### config.mk
export PLATFORM = sky130hd
export DESIGN_NAME = seg_scan_driver
export DESIGN_NICKNAME = d
export VERILOG_FILES = /design/src/rtl/seg_scan_pkg.sv /design/src/rtl/seg_hex_decode.sv /design/src/rtl/seg_scan_driver.sv
export SDC_FILE = /design/constraint.sdc
export NUM_CORES = 1
export LEC_CHECK = 0
export ABC_AREA = 1
export CAP_MARGIN = 20
export CORE_UTILIZATION = 49
export DETAILED_ROUTE_END_ITERATION = 12
export PLACE_DENSITY = 0.81
export SLEW_MARGIN = 10
export SYNTH_ARGS = -nofsm -noshare
export SYNTH_HDL_FRONTEND = slang
export SYNTH_SLANG_ARGS = --single-unit
### constraint.sdc
create_clock -name clk -period 1.8 [get_ports clk]
set_input_delay 0.45 -clock clk [delete_from_list [all_inputs] [get_ports clk]]
set_output_delay 0.45 -clock clk [all_outputs]
set_load 0.005 [all_outputs]
### src/rtl/seg_scan_pkg.sv
// Shared types and glyph table for the two-digit seven-segment scan driver.
package seg_scan_pkg;

    localparam int unsigned SEG_W   = 7;
    localparam int unsigned DIGIT_W = 4;

    typedef enum logic [1:0] {
        S_LEFT    = 2'd0,
        S_BLANK_L = 2'd1,
        S_RIGHT   = 2'd2,
        S_BLANK_R = 2'd3
    } scan_state_t;

    localparam logic [SEG_W-1:0] SEG_BLANK = 7'h7F;

    // Active-low hex glyphs, bit order g..a (seg[0] = a).
    localparam logic [SEG_W-1:0] SEG_HEX_LUT [16] = '{
        7'b1000000,  // 0
        7'b1111001,  // 1
        7'b0100100,  // 2
        7'b0110000,  // 3
        7'b0011001,  // 4
        7'b0010010,  // 5
        7'b0000010,  // 6
        7'b1111000,  // 7
        7'b0000000,  // 8
        7'b0010000,  // 9
        7'b0001000,  // A
        7'b0000011,  // b
        7'b1000110,  // C
        7'b0100001,  // d
        7'b0000110,  // E
        7'b0001110   // F
    };

endpackage

### src/rtl/seg_hex_decode.sv
// Combinational 4-bit hex to active-low seven-segment glyph lookup.
module seg_hex_decode
    import seg_scan_pkg::*;
(
    input  logic [DIGIT_W-1:0] digit_i,
    output logic [SEG_W-1:0]   seg_o
);

    assign seg_o = SEG_HEX_LUT[digit_i];

endmodule

### src/rtl/seg_scan_driver.sv
// Two-digit multiplexed seven-segment driver with blanking between digits.
// Digits are captured only on entry to their on-window to avoid torn glyphs.
module seg_scan_driver
    import seg_scan_pkg::*;
#(
    parameter int unsigned PHASE_CYCLES = 7500,
    parameter int unsigned BLANK_CYCLES = 150
) (
    input  logic               clk,
    input  logic               rst_n,
    input  logic               disp_en,
    input  logic [DIGIT_W-1:0] digit_left,
    input  logic [DIGIT_W-1:0] digit_right,
    output logic [SEG_W-1:0]   seg,
    output logic               select0,
    output logic               select1
);

    localparam int unsigned CNT_W     = (PHASE_CYCLES > 1) ? $clog2(PHASE_CYCLES) : 1;
    localparam int unsigned ON_CYCLES = PHASE_CYCLES - BLANK_CYCLES;
    localparam logic [CNT_W-1:0] ON_LAST    = CNT_W'(ON_CYCLES - 1);
    localparam logic [CNT_W-1:0] BLANK_LAST = CNT_W'(BLANK_CYCLES - 1);

    scan_state_t        state_q, state_d;
    logic [CNT_W-1:0]   cnt_q, cnt_d;
    logic [DIGIT_W-1:0] cur_digit_q, cur_digit_d;
    logic [SEG_W-1:0]   seg_q, seg_d;
    logic               select0_q, select0_d;
    logic               select1_q, select1_d;
    logic [SEG_W-1:0]   glyph_c;
    logic               last_c;

    // Glyph is decoded from the next-state digit so it lands with the state change.
    seg_hex_decode u_decode (
        .digit_i (cur_digit_d),
        .seg_o   (glyph_c)
    );

    // Next-state: dwell counter, phase sequencing and digit capture.
    always_comb begin
        state_d     = state_q;
        cnt_d       = cnt_q + CNT_W'(1);
        cur_digit_d = cur_digit_q;
        last_c      = 1'b0;

        case (state_q)
            S_LEFT, S_RIGHT: last_c = (cnt_q == ON_LAST);
            default:         last_c = (cnt_q == BLANK_LAST);
        endcase

        if (last_c) begin
            cnt_d = '0;
            case (state_q)
                S_LEFT:    state_d = S_BLANK_L;
                S_BLANK_L: begin
                    state_d     = S_RIGHT;
                    cur_digit_d = digit_right;
                end
                S_RIGHT:   state_d = S_BLANK_R;
                S_BLANK_R: begin
                    state_d     = S_LEFT;
                    cur_digit_d = digit_left;
                end
                default:   state_d = S_BLANK_R;
            endcase
        end
    end

    // Output gating: selects only in on-windows with the display enabled.
    always_comb begin
        select0_d = disp_en && (state_d == S_LEFT);
        select1_d = disp_en && (state_d == S_RIGHT);
        seg_d     = (select0_d || select1_d) ? glyph_c : SEG_BLANK;
    end

    always_ff @(posedge clk) begin
        if (!rst_n) begin
            state_q     <= S_BLANK_R;
            cnt_q       <= '0;
            cur_digit_q <= '0;
            seg_q       <= SEG_BLANK;
            select0_q   <= 1'b0;
            select1_q   <= 1'b0;
        end else begin
            state_q     <= state_d;
            cnt_q       <= cnt_d;
            cur_digit_q <= cur_digit_d;
            seg_q       <= seg_d;
            select0_q   <= select0_d;
            select1_q   <= select1_d;
        end
    end

    assign seg     = seg_q;
    assign select0 = select0_q;
    assign select1 = select1_q;

endmodule

==> reports/results.txt <==
Least-Margin Pin Slew = 263 ps
Synth Net Count = 234
die area = 3470 um2
Bufs and invs on worst path = 3
critical path launch point type = flop
worst r2r dst = seg[1]$_SDFF_PN1_
violated checks = setup timing
largest area contributor in the netlist = dfxtp_1
largest cells by area after synthesis = dfxtp_1, nand2_1, ha_1
Clock Path Buffers = 2
Routed WL = 4200 um
number of DRC markers in iteration 0 = 79
peak supply drop = 0.255 mV
CTS tree = done
register area = 568 um2
Synth Cell Area = 1590 um2
maxcap violations = 0
flop2flop setup slack = -110 ps
leading cell type in the layout, fill and taps excluded = nand2_1
CP top delay family = simple AND/OR/NAND/NOR gates
Remaining DRCs = 0
Buffers on Ports = 19
Worst Path Arrival = 2150 ps
crit path time final = 1910 ps
CTS buffer count = 3
worst skew pair latency = 330 ps
first-pass GRT wire length = 5640 um
area delta synth->final = 46.3%
Crit Path Category = reg2reg
Final Slew Violations = 0
I/O pins = 20
crit path cell chain = inv_2 > ha_4 > nand2_2 > inv_2 > nand2_4 > nor2_8 > nand4_4 > a21oi_4 > buf_6 > ha_4 > nand3_2 > nor2_1 > nor2_1 > nand2_1
max_slew headroom = 0.824
Rows = 20
pre-CTS WS = -274 ps
routed vias = 1582
commonest non-fill, non-tap cells in the layout = nand2_1, buf_4, nor2_1, dfxtp_1, inv_1
Worst path max stage delay = 350 ps
worst hold path type = reg2reg
ant diodes = 0
hold path start = cnt_q[12]$_SDFF_PP0_
Final GP Congestion = 0.905
initial antenna violation count = 0
YS warnings = 0
vias in the first global route = 1338
endpoints failing hold = 0
Starting Density = 0.519
R2R Path Start = cnt_q[1]$_SDFF_PP0_
Setup crit start = cnt_q[1]$_SDFF_PP0_
GR Util All Layers = 0.215
synth unique cells = 29
post-route ant nets = 0
setup violators final = 6
core area = 3050 um2
number of H-tree levels = 1
fillers = 217
Avg WL per Cell = 13.6 um
crit share post-route = 1.06
root buffer cell = clkbuf_4
CP Capture Type = flop
synthesis-stage register bit count = 28
Pre-antenna DRT Iters = 4
largest net degree at the start of global routing = 17
Sink Count = 28
PnR worst setup slack = -105 ps
Via density = 5.10
Worst R2R Path Depth = 14
share of cells above drive strength 1 = 0.346
Multi-input gate area = 1060 um2
register area share after synthesis = 0.354
Worst Hold End = cnt_q[12]$_SDFF_PP0_
hold path depth = 2
cell count after synthesis = 211
status = finished with violations
FMAX = 525 MHz
GR Overflow Total = 0
Nets = 290
Die H = 58.9 um
Worst path slowest cell = dfxtp_2
syn_area_per_cell = 7.51 um2
RSZ-0062 raised after global routing = yes
post-synth top area share = 0.354
Fin Hold WS = 539 ps
CTS clk-pin slew, worst paths = 160 ps
HPWL after DPL = 2490 um
CP Data Required Time = 2040 ps
pwr dens = 482 nW/um2
hold-fix buffers at CTS = 0
Leakage = 0.00101 uW
Die X = 58.9 um
CP Max Fanout = 4
Final Core Density = 0.759
Layout Skew = 6.74 ps
==> cell usage after synthesis <==
cell / number
nand2_1: 44
dfxtp_1: 28
inv_1: 28
nor2_1: 28
nand3_1: 20
ha_1: 12
a21oi_1: 6
nand2_2: 6
inv_2: 5
nand4_1: 4
nor3_1: 4
a22o_1: 3
nand2_4: 3
nand4_4: 2
nor2_2: 2
nor3b_1: 2
xor2_1: 2
a211oi_1: 1
a21oi_2: 1
a21oi_4: 1
and3_1: 1
buf_2: 1
nand3_4: 1
nand3b_1: 1
nor2_4: 1
nor2_8: 1
o21ai_1: 1
or2_2: 1
xnor2_1: 1
==> worst register-to-register path: cells and delay by family, from the launching register on <==
family | cells | cell delay (ps)
adders and majority gates | 2 | 320
DFF | 1 | 350
AOI/OAI and AO/OA | 1 | 210
buffers and inverters | 3 | 270
and+or+nand+nor | 8 | 660
==> cell families (layout without fill, tap and decap cells) <==
kind of cell,after synthesis,after routing,synth area share
XOR/XNOR,3,3,0.0166
buffers and inverters,34,89,0.0813
flip-flops,28,28,0.354
adder cells (fa/ha/maj),12,12,0.0947
AO/OA/AOI/OAI,13,13,0.0592
AND/OR/NAND/NOR,121,121,0.395
==> metal layers <==
layer | track usage | vias to the layer above | part of all wire
met1 | 0.265 | 724 | 0.40
met2 | 0.377 | 73 | 0.51
met4 | 0.0782 | 0 | 0.030
met3 | 0.0330 | 10 | 0.053
li1 | - | 775 | -
met5 | 0 | - | 0
==> cell type report <==
class | count | share of cell area
multi-input cells | 149 | 0.459
flip-flops and latches | 28 | 0.245
repair buffers | 52 | 0.195
inverters | 33 | 0.0545
well taps | 44 | 0.0237
clock inverters | 1 | 0.0130
clock buffers | 3 | 0.00971
==> where the power goes <==
part | total (uW) | internal (uW) | switching (uW)
Clock | 417 | 225 | 192
Sequential | 629 | 625 | 4.24
Combinational | 71.6 | 42.2 | 29.4
Total | 1120 | 892 | 225
==> flip-flops by register name, summed over array words and instances (netlist names) <==
name,count
cnt_q,13
seg,7
cur_digit_q,4
state_q,2
select0,1
select1,1
==> through the flow <==
step | instances | power, uW | area, um2 | setup TNS [ps]
global placement | 294 | 707 | 2010 | -1360
floorplan | 211 | 668 | 1620 | -32.9
CTS | 302 | 1110 | 2180 | -171
detailed placement | 294 | 709 | 2010 | -1680
global route | 310 | 1150 | 2320 | -1170
finish | 310 | 1120 | 2320 | -419
==> repair_timing <==
action,4_1_cts,5_1_grt
gates resized for setup,21,16
pin swaps,8,11
endpoints found under the setup margin,7,10
cloned,0,0
buffers inserted,4,9
==> worst max path at each step <==
| stage | endpoint | depth (start not counted) |
|---|---|---|
| finish | seg[1]$_SDFF_PN1_ | 14 |
| global route | seg[1]$_SDFF_PN1_ | 14 |
| CTS | seg[3]$_SDFF_PN1_ | 14 |
| detailed placement | seg[1]$_SDFF_PN1_ | 10 |
| global placement | seg[1]$_SDFF_PN1_ | 10 |
| floorplan | seg[1]$_SDFF_PN1_ | 13 |
Note: power is estimated with default switching activity, not from simulation.
